<file path="config.mk">
export PLATFORM = sky130hd
export DESIGN_NAME = triangle_ctrl_flat
export DESIGN_NICKNAME = d
export VERILOG_FILES = /design/src/rtl/apu_pkg.sv /design/src/rtl/triangle_ctrl_if.sv /design/src/rtl/apu_length_counter.sv /design/src/rtl/triangle_ctrl.sv /design/src/flat_wrapper.sv
export SDC_FILE = /design/constraint.sdc
export NUM_CORES = 1
export LEC_CHECK = 0
export BUFFER_PORTS_ARGS = -buffer_cell sky130_fd_sc_hd__buf_2
export CAP_MARGIN = 20
export CORE_MARGIN = 10
export CORE_UTILIZATION = 58
export CTS_BUF_LIST = sky130_fd_sc_hd__clkbuf_2
export DETAILED_ROUTE_END_ITERATION = 10
export PLACE_DENSITY = 0.8
export SYNTH_ARGS = -nofsm -noshare
export SYNTH_HDL_FRONTEND = slang
export SYNTH_SLANG_ARGS = --single-unit
export TNS_END_PERCENT = 30
</file>
<file path="constraint.sdc">
create_clock -name clk_in -period 5.2 [get_ports clk_in]
set_input_delay 0.52 -clock clk_in [delete_from_list [all_inputs] [get_ports clk_in]]
set_output_delay 0.52 -clock clk_in [all_outputs]
set_load 0.005 [all_outputs]
</file>
<file path="src/rtl/apu_pkg.sv">
// Shared APU channel definitions: register map, length-counter lookup and
// default widths. Imported by the triangle controller and its sub-modules.
package apu_pkg;

  localparam int unsigned ADDR_W     = 2;
  localparam int unsigned DATA_W     = 8;
  localparam int unsigned LEN_W      = 8;
  localparam int unsigned LEN_IDX_W  = 5;
  localparam int unsigned TONE_W_DEF = 10;
  localparam int unsigned LIN_W_DEF  = 7;

  // Register select values seen on the channel register bus.
  typedef enum logic [ADDR_W-1:0] {
    REG_LINEAR  = 2'd0,
    REG_UNUSED  = 2'd1,
    REG_TONE_LO = 2'd2,
    REG_TONE_HI = 2'd3
  } reg_addr_e;

  // Length-counter load values, indexed by the 5-bit field of the tone-high write.
  localparam logic [LEN_W-1:0] LEN_LUT [32] = '{
    8'd10,  8'd254, 8'd20,  8'd2,   8'd40,  8'd4,   8'd80,  8'd6,
    8'd160, 8'd8,   8'd60,  8'd10,  8'd14,  8'd12,  8'd26,  8'd14,
    8'd12,  8'd16,  8'd24,  8'd18,  8'd48,  8'd20,  8'd96,  8'd22,
    8'd192, 8'd24,  8'd72,  8'd26,  8'd16,  8'd28,  8'd32,  8'd30
  };

  // Length lookup helper so callers need not touch the array directly.
  function automatic logic [LEN_W-1:0] len_lookup(input logic [LEN_IDX_W-1:0] idx);
    return LEN_LUT[idx];
  endfunction

endpackage

</file>
<file path="src/rtl/triangle_ctrl_if.sv">
// Channel register write bus.
//   reg_wr_in   : single-cycle write strobe
//   reg_addr_in : register select (see apu_pkg::reg_addr_e)
//   reg_data_in : write data
// master drives the bus (CPU side); slave receives it (channel side).
interface triangle_ctrl_if;
  import apu_pkg::*;

  logic              reg_wr_in;
  logic [ADDR_W-1:0] reg_addr_in;
  logic [DATA_W-1:0] reg_data_in;

  modport master (output reg_wr_in, output reg_addr_in, output reg_data_in);
  modport slave  (input  reg_wr_in, input  reg_addr_in, input  reg_data_in);

endinterface

</file>
<file path="src/rtl/apu_length_counter.sv">
// APU length counter shared by the tone channels.
//   clk_in / rst_in   : clock, synchronous active-low reset
//   load_in, idx_in   : load strobe and lookup index
//   halt_in           : freezes the count on half-frame ticks
//   enable_in         : channel enable; low forces the count to zero
//   half_frame_in     : half-frame decrement tick
//   count_out         : registered count
//   nonzero_c         : combinational count != 0
module apu_length_counter
  import apu_pkg::*;
(
  input  logic                 clk_in,
  input  logic                 rst_in,
  input  logic                 load_in,
  input  logic [LEN_IDX_W-1:0] idx_in,
  input  logic                 halt_in,
  input  logic                 enable_in,
  input  logic                 half_frame_in,
  output logic [LEN_W-1:0]     count_out,
  output logic                 nonzero_c
);

  logic [LEN_W-1:0] r_count;
  logic [LEN_W-1:0] w_count_nxt;

  // Priority: disable clears, then load, then saturating decrement.
  always_comb begin
    w_count_nxt = r_count;
    if (!enable_in) begin
      w_count_nxt = '0;
    end else if (load_in) begin
      w_count_nxt = len_lookup(idx_in);
    end else if (half_frame_in && !halt_in && (r_count != '0)) begin
      w_count_nxt = r_count - LEN_W'(1);
    end
  end

  always_ff @(posedge clk_in) begin
    if (!rst_in) begin
      r_count <= '0;
    end else begin
      r_count <= w_count_nxt;
    end
  end

  assign count_out = r_count;
  assign nonzero_c = (r_count != '0);

endmodule

</file>
<file path="src/rtl/triangle_ctrl.sv">
// Triangle channel controller: register file, linear counter, length counter
// and phase-step gating for the triangle tone generator.
//   clk_in, rst_in     : clock, synchronous active-low reset
//   bus                : register write bus (slave)
//   enable_in          : channel enable from the status register
//   quarter_frame_in   : linear-counter tick
//   half_frame_in      : length-counter tick
//   step_in            : raw sample-rate step strobe
//   tone_out           : tone period to the generator
//   step_out           : gated step strobe (generator holds phase when muted)
//   active_out         : length counter nonzero, registered
module triangle_ctrl
  import apu_pkg::*;
#(
  parameter int unsigned TONE_W = TONE_W_DEF,
  parameter int unsigned LIN_W  = LIN_W_DEF
) (
  input  logic              clk_in,
  input  logic              rst_in,
  triangle_ctrl_if.slave    bus,
  input  logic              enable_in,
  input  logic              quarter_frame_in,
  input  logic              half_frame_in,
  input  logic              step_in,
  output logic [TONE_W-1:0] tone_out,
  output logic              step_out,
  output logic              active_out
);

  logic              r_control;
  logic [LIN_W-1:0]  r_reload_val;
  logic [LIN_W-1:0]  r_linear_cnt;
  logic              r_reload_flag;
  logic [TONE_W-1:0] r_tone;
  logic              r_step;
  logic              r_active;

  logic              w_control_nxt;
  logic [LIN_W-1:0]  w_reload_val_nxt;
  logic [LIN_W-1:0]  w_linear_nxt;
  logic              w_reload_flag_nxt;
  logic [TONE_W-1:0] w_tone_nxt;
  logic              w_len_load;
  logic [LEN_W-1:0]  w_len_cnt;
  logic              w_len_nz;
  logic              w_step_c;
  reg_addr_e         w_addr;

  assign w_addr = reg_addr_e'(bus.reg_addr_in);

  // Register file decode plus linear counter; tick logic reads only current
  // register state, so a coincident write affects the following tick.
  always_comb begin
    w_control_nxt     = r_control;
    w_reload_val_nxt  = r_reload_val;
    w_linear_nxt      = r_linear_cnt;
    w_reload_flag_nxt = r_reload_flag;
    w_tone_nxt        = r_tone;
    w_len_load        = 1'b0;

    if (quarter_frame_in) begin
      if (r_reload_flag) begin
        w_linear_nxt = r_reload_val;
      end else if (r_linear_cnt != '0) begin
        w_linear_nxt = r_linear_cnt - LIN_W'(1);
      end
      if (!r_control) begin
        w_reload_flag_nxt = 1'b0;
      end
    end

    if (bus.reg_wr_in) begin
      case (w_addr)
        REG_LINEAR: begin
          w_control_nxt    = bus.reg_data_in[7];
          w_reload_val_nxt = bus.reg_data_in[LIN_W-1:0];
        end
        REG_TONE_LO: begin
          w_tone_nxt[7:0] = bus.reg_data_in;
        end
        REG_TONE_HI: begin
          w_tone_nxt[TONE_W-1:8] = bus.reg_data_in[TONE_W-9:0];
          // Write after the tick clear so the flag always ends set.
          w_reload_flag_nxt      = 1'b1;
          w_len_load             = 1'b1;
        end
        default: begin
        end
      endcase
    end
  end

  // tone < 2 is ultrasonic and is muted rather than forwarded.
  assign w_step_c = step_in && (r_linear_cnt != '0) && w_len_nz &&
                    (r_tone >= TONE_W'(2));

  apu_length_counter u_len (
    .clk_in        (clk_in),
    .rst_in        (rst_in),
    .load_in       (w_len_load),
    .idx_in        (bus.reg_data_in[7:3]),
    .halt_in       (r_control),
    .enable_in     (enable_in),
    .half_frame_in (half_frame_in),
    .count_out     (w_len_cnt),
    .nonzero_c     (w_len_nz)
  );

  always_ff @(posedge clk_in) begin
    if (!rst_in) begin
      r_control     <= 1'b0;
      r_reload_val  <= '0;
      r_linear_cnt  <= '0;
      r_reload_flag <= 1'b0;
      r_tone        <= '0;
      r_step        <= 1'b0;
      r_active      <= 1'b0;
    end else begin
      r_control     <= w_control_nxt;
      r_reload_val  <= w_reload_val_nxt;
      r_linear_cnt  <= w_linear_nxt;
      r_reload_flag <= w_reload_flag_nxt;
      r_tone        <= w_tone_nxt;
      r_step        <= w_step_c;
      r_active      <= w_len_nz;
    end
  end

  assign tone_out   = r_tone;
  assign step_out   = r_step;
  assign active_out = r_active;

endmodule

</file>
<file path="src/flat_wrapper.sv">
// flat-port wrapper written by rule: the top's interface ports become plain ports
module triangle_ctrl_flat import apu_pkg::*;
#(
  parameter int unsigned TONE_W = TONE_W_DEF,
  parameter int unsigned LIN_W  = LIN_W_DEF
)
  (clk_in, rst_in, enable_in, quarter_frame_in, half_frame_in, step_in, tone_out, step_out, active_out, bus_reg_wr_in, bus_reg_addr_in, bus_reg_data_in);
  triangle_ctrl_if bus_i ();
  input  logic clk_in;
  input  logic rst_in;
  input  logic enable_in;
  input  logic quarter_frame_in;
  input  logic half_frame_in;
  input  logic step_in;
  output logic [TONE_W-1:0] tone_out;
  output logic step_out;
  output logic active_out;
  input wire logic [$bits(bus_i.reg_wr_in)-1:0] bus_reg_wr_in;
  input wire logic [$bits(bus_i.reg_addr_in)-1:0] bus_reg_addr_in;
  input wire logic [$bits(bus_i.reg_data_in)-1:0] bus_reg_data_in;
  assign bus_i.reg_wr_in = bus_reg_wr_in;
  assign bus_i.reg_addr_in = bus_reg_addr_in;
  assign bus_i.reg_data_in = bus_reg_data_in;
  triangle_ctrl #(.TONE_W(TONE_W), .LIN_W(LIN_W)) u_core (.clk_in(clk_in), .rst_in(rst_in), .bus(bus_i), .enable_in(enable_in), .quarter_frame_in(quarter_frame_in), .half_frame_in(half_frame_in), .step_in(step_in), .tone_out(tone_out), .step_out(step_out), .active_out(active_out));
endmodule
</file>
==> flow_summary.html <==
<table>
<tr><th>Metric</th><th>Value</th></tr>
<tr><th colspan="2">Logic synthesis</th></tr>
<tr><td>Yosys warning total</td><td>0</td></tr>
<tr><td>Share of flip-flops with an asynchronous set or reset</td><td>0%</td></tr>
<tr><td>Syn nets</td><td>275</td></tr>
<tr><td>Top FF cell, synth</td><td>sky130_fd_sc_hd__dfxtp_1</td></tr>
<tr><td>Number of synthesized register bits</td><td>36</td></tr>
<tr><td>Post-synth design cell area</td><td>2080 µm²</td></tr>
<tr><td>Mean area per synthesized cell</td><td>8.40 µm²</td></tr>
<tr><td>Part of the Yosys area used for sequential elements</td><td>34.6%</td></tr>
<tr><td>Unique masters post-synth</td><td>48</td></tr>
<tr><td>Cell count after synthesis</td><td>248</td></tr>
<tr><td>Number of synthesized flops with an enable pin</td><td>0</td></tr>
<tr><th colspan="2">Clocking</th></tr>
<tr><td>Root buf cell</td><td>sky130_fd_sc_hd__clkbuf_2</td></tr>
<tr><td># H-tree levels</td><td>2</td></tr>
<tr><td>Clock Tree Buf Depth</td><td>2</td></tr>
<tr><td>Post-CTS setup-driven buffer insertion count</td><td>0</td></tr>
<tr><td>Quantity of gates resized following cts</td><td>0</td></tr>
<tr><td>Number of buffers added to fix hold violations after cts</td><td>0</td></tr>
<tr><td>Number of buffers inserted during clock tree synthesis</td><td>5</td></tr>
<tr><td>Clk sink count</td><td>36</td></tr>
<tr><td>Clk_lat worst skew</td><td>380 ps</td></tr>
<tr><td>CTS tree</td><td>done</td></tr>
<tr><td>Clock-pin slew of the registers on the worst-case setup and hold paths</td><td>210 ps</td></tr>
<tr><th colspan="2">Power and ir drop</th></tr>
<tr><td>P_sw</td><td>278 µW</td></tr>
<tr><td>Switching power share of the total</td><td>37.0%</td></tr>
<tr><td>Pleak</td><td>0.000925 µW</td></tr>
<tr><td>Pwr Density</td><td>329 nW/µm²</td></tr>
<tr><td>Sequential Power Share</td><td>46.2%</td></tr>
<tr><td>Peak supply drop</td><td>0.000274 V</td></tr>
<tr><td>Clock share of power</td><td>18.0%</td></tr>
<tr><td>Proportion of power drawn by combinational gates</td><td>35.7%</td></tr>
<tr><td>Internal power summed over all cells</td><td>472 µW</td></tr>
<tr><th colspan="2">Worst hold path</th></tr>
<tr><td>Cell count of the worst hold path</td><td>2</td></tr>
<tr><td>Start point of the worst min-delay path</td><td>step_in</td></tr>
<tr><td>Min-Delay Path Class</td><td>in -&gt; reg</td></tr>
<tr><td>Hold Path End</td><td>u_core.step_out$_SDFF_PN0_</td></tr>
<tr><th colspan="2">Worst setup path</th></tr>
<tr><td>Worst R2R End</td><td>u_core.r_linear_cnt[0]$_SDFFE_PN0P_</td></tr>
<tr><td>Worst Path Required</td><td>5490 ps</td></tr>
<tr><td>Highest-delay cell along the critical path</td><td>sky130_fd_sc_hd__a21oi_1</td></tr>
<tr><td>Reg-to-reg startpoint</td><td>u_core.r_linear_cnt[0]$_SDFFE_PN0P_</td></tr>
<tr><td>Path depth of the worst reg2reg path</td><td>6</td></tr>
<tr><td>Worst Setup Start Kind</td><td>flop</td></tr>
<tr><td>Cells along the critical path</td><td>inv_1 &gt; ha_1 &gt; nor4b_1 &gt; a21oi_1 &gt; mux2i_1 &gt; a21boi_0</td></tr>
<tr><td>Worst Path Max Fanout</td><td>6</td></tr>
<tr><td>Endpoint type of the worst setup path</td><td>flop</td></tr>
<tr><td>Number of buffers and inverters on the critical path</td><td>1</td></tr>
<tr><td>Arrival time of the worst setup path</td><td>2120 ps</td></tr>
<tr><td>Crit Path Class</td><td>reg -&gt; reg</td></tr>
<tr><td>Crit path largest cell delay</td><td>510 ps</td></tr>
<tr><td>Setup slack of the worst register-to-register path</td><td>3370 ps</td></tr>
<tr><td>Category of cells accounting for the largest share of critical-path delay</td><td>compound AO/OA/AOI/OAI gates</td></tr>
<tr><th colspan="2">Global routing</th></tr>
<tr><td>Initial antenna violation count</td><td>0</td></tr>
<tr><td>Global-route track usage on met3</td><td>4.73%</td></tr>
<tr><td>GR Util All Layers</td><td>15.6%</td></tr>
<tr><td>Final global-route overflow total</td><td>0</td></tr>
<tr><td>Routing usage on met1</td><td>20.8%</td></tr>
<tr><td>M2 GR Usage</td><td>23.2%</td></tr>
<tr><td>Wire length of the first global-routing pass</td><td>8270 µm</td></tr>
<tr><td>Most utilized layer in the global route result</td><td>met2</td></tr>
<tr><td>Number of global-route vias before repair</td><td>1746</td></tr>
<tr><td>Largest net degree at the start of global routing</td><td>31</td></tr>
<tr><th colspan="2">Floorplanning</th></tr>
<tr><td>Top-level port count</td><td>29</td></tr>
<tr><td>Die area</td><td>6390 µm²</td></tr>
<tr><td>Width of the die</td><td>79.9 µm</td></tr>
<tr><td>Standard-cell rows</td><td>21</td></tr>
<tr><td>Placeable core region</td><td>3420 µm²</td></tr>
<tr><td>Height of the chip</td><td>79.9 µm</td></tr>
<tr><td>Initial cell density of the core</td><td>61.0%</td></tr>
<tr><th colspan="2">Layout</th></tr>
<tr><td>Number of antenna diodes</td><td>0</td></tr>
<tr><td>Proportion of layout cells with a drive suffix above 1</td><td>15.5%</td></tr>
<tr><td>Fill cells</td><td>317</td></tr>
<tr><td>Final design utilization</td><td>66.8%</td></tr>
<tr><td>Layout Nets</td><td>297</td></tr>
<tr><td>Area growth from synthesis to final layout</td><td>9.49%</td></tr>
<tr><td>Final cell area excluding filler cells</td><td>2280 µm²</td></tr>
<tr><td>Post-route insts no fill</td><td>317</td></tr>
<tr><th colspan="2">Detailed routing</th></tr>
<tr><td>Antenna-violating nets left</td><td>0</td></tr>
<tr><td>Wire length per cell</td><td>14.7 µm</td></tr>
<tr><td>Vias per cell</td><td>5.74</td></tr>
<tr><td># DRC</td><td>0</td></tr>
<tr><td>Detailed-routing iteration count for the pre-antenna-repair pass</td><td>4</td></tr>
<tr><td>Initial detailed-routing violation count</td><td>255</td></tr>
<tr><td>Vias post-DR</td><td>1818</td></tr>
<tr><td>Total Wirelength</td><td>4650 µm</td></tr>
<tr><th colspan="2">STA</th></tr>
<tr><td>Max frequency</td><td>545 MHz</td></tr>
<tr><td>Final setup vio count</td><td>0</td></tr>
<tr><td>Final-report hold violation count</td><td>0</td></tr>
<tr><td>Final period utilization</td><td>35.3%</td></tr>
<tr><td>Worst Tran Pin Value</td><td>630 ps</td></tr>
<tr><td>Setup TNS</td><td>0 ps</td></tr>
<tr><td>Worst relative slew slack</td><td>58.0%</td></tr>
<tr><td>Max Clock Skew</td><td>27.6 ps</td></tr>
<tr><td>Min Clock Period, post-route</td><td>1830 ps</td></tr>
<tr><td>Worst hold slack after final layout</td><td>366 ps</td></tr>
<tr><td>Setup repair after global routing missed its margin</td><td>false</td></tr>
<tr><td>Fin. max-slew vios</td><td>0</td></tr>
<tr><th colspan="2">Placed design</th></tr>
<tr><td>Placed cell areas</td><td>2230 µm²</td></tr>
<tr><td>Detailed placement HPWL</td><td>3460 µm</td></tr>
<tr><td>Number of buffers inserted by port buffering</td><td>28</td></tr>
<tr><td>Final Wtd Congestion</td><td>0.901</td></tr>
<tr><td># placed instances</td><td>309</td></tr>
<tr><th colspan="2">Run</th></tr>
<tr><td>Number of max-cap violations</td><td>0</td></tr>
<tr><th colspan="2">Status</th></tr>
<tr><td>Outcome</td><td>finished clean</td></tr>
</table>
[cells in the mapped netlist (2+ instances only)]
cell | count | share of area, %
sky130_fd_sc_hd__a22oi_1 | 3 | 1.1
sky130_fd_sc_hd__nor4b_1 | 2 | 0.84
sky130_fd_sc_hd__nor3b_1 | 2 | 0.72
sky130_fd_sc_hd__mux2i_1 | 14 | 6.7
sky130_fd_sc_hd__nor2b_1 | 27 | 8.1
sky130_fd_sc_hd__ha_1 | 10 | 6.0
sky130_fd_sc_hd__nand3_1 | 5 | 1.2
sky130_fd_sc_hd__a211oi_1 | 6 | 2.2
sky130_fd_sc_hd__a21boi_0 | 7 | 2.5
sky130_fd_sc_hd__xor2_1 | 3 | 1.3
sky130_fd_sc_hd__nor3_1 | 5 | 1.2
sky130_fd_sc_hd__a221oi_1 | 3 | 1.3
sky130_fd_sc_hd__nor2_1 | 17 | 3.1
sky130_fd_sc_hd__buf_1 | 2 | 0.36
sky130_fd_sc_hd__inv_1 | 11 | 2.0
sky130_fd_sc_hd__a21oi_1 | 9 | 2.2
sky130_fd_sc_hd__or3_1 | 4 | 1.2
sky130_fd_sc_hd__dfxtp_1 | 36 | 35
sky130_fd_sc_hd__nand2b_1 | 5 | 1.5
sky130_fd_sc_hd__nand2_1 | 16 | 2.9
sky130_fd_sc_hd__clkbuf_1 | 11 | 2.0
sky130_fd_sc_hd__o211ai_1 | 2 | 0.72
sky130_fd_sc_hd__and3b_1 | 2 | 0.84
sky130_fd_sc_hd__o21ai_0 | 19 | 4.6
sky130_fd_sc_hd__nand3b_1 | 3 | 1.1
sky130_fd_sc_hd__a31oi_1 | 2 | 0.60
[worst max path at each step]
stage | endpoint | cells after the start | from | slack, ps
global route | u_core.r_linear_cnt[0]$_SDFFE_PN0P_ | 6 | u_core.r_linear_cnt[0]$_SDFFE_PN0P_ | 3160
floorplan | u_core.u_len.count_out[1]$_SDFFE_PN0P_ | 5 | u_core.u_len.count_out[4]$_SDFFE_PN0P_ | 3520
CTS | u_core.r_linear_cnt[0]$_SDFFE_PN0P_ | 6 | u_core.r_linear_cnt[0]$_SDFFE_PN0P_ | 3410
finish | u_core.r_linear_cnt[0]$_SDFFE_PN0P_ | 6 | u_core.r_linear_cnt[0]$_SDFFE_PN0P_ | 3370
global placement | u_core.u_len.count_out[6]$_SDFFE_PN0P_ | 7 | bus_reg_data_in[4] | 3320
detailed placement | u_core.u_len.count_out[6]$_SDFFE_PN0P_ | 7 | bus_reg_data_in[4] | 3250
[flip-flops by register name, indices dropped and copies added (netlist names)]
| name | count |
|---|---|
| u_core.active_out | 1 |
| u_core.r_reload_val | 7 |
| u_core.r_control | 1 |
| u_core.u_len.count_out | 8 |
| u_core.step_out | 1 |
| u_core.r_reload_flag | 1 |
| u_core.r_linear_cnt | 7 |
| u_core.tone_out | 10 |
[per-stage QoR]
stage / total power, µW / worst slack (ps)
2_1_floorplan: 553 / 3520
3_3_place_gp: 613 / 3320
3_5_place_dp: 618 / 3250
4_1_cts: 752 / 3410
5_1_grt: 817 / 3160
6_report: 750 / 3370
[area by class of cell]
cell class              instances  area (µm²)  share of cell area (%)
flip-flops and latches         36         721                    31.6
clock buffers                   5        25.0                    1.10
well taps                      46        57.6                    2.52
multi-input cells             187        1270                    55.6
repair buffers                 29         148                    6.47
inverters                      11        41.3                    1.81
clock inverters                 3        21.3                   0.933
[power groups by stage]
stage | clock (µW) | sequential [µW] | combinational (µW)
2_1_floorplan | 0 | 342 | 211
3_3_place_gp | 0 | 351 | 263
3_5_place_dp | 0 | 351 | 267
4_1_cts | 138 | 345 | 268
5_1_grt | 150 | 355 | 311
6_report | 135 | 347 | 268
[layer usage]
metal	share of wire, %	up-vias	wire length (µm)
met5	0	-	0
met2	46	42	2150
met3	5.7	4	266
li1	-	932	-
met4	0.77	0	36
met1	47	840	2190
[cells by family after synthesis]
group	after synthesis	synth area share [%]
AOI/OAI and AO/OA	63	20.4
xor gates and xnor gates	4	1.68
adders and majority gates	10	6.01
buffers and inverters	25	4.56
DFF	36	34.6
muxes	16	7.99
and+or+nand+nor	94	24.7
[layout by cell type, fill, tap and decap left out, drive strengths merged, types with 7 or more instances in the layout]
| cell | netlist | layout |
|---|---|---|
| dfxtp | 36 | 36 |
| nor2b | 27 | 27 |
| ha | 10 | 10 |
| a21boi | 7 | 7 |
| buf | 3 | 29 |
| nand2 | 16 | 16 |
| inv | 11 | 12 |
| a21oi | 9 | 9 |
| nor2 | 17 | 17 |
| o21ai | 20 | 20 |
| mux2i | 14 | 14 |
(Power assumes the default switching activity.)
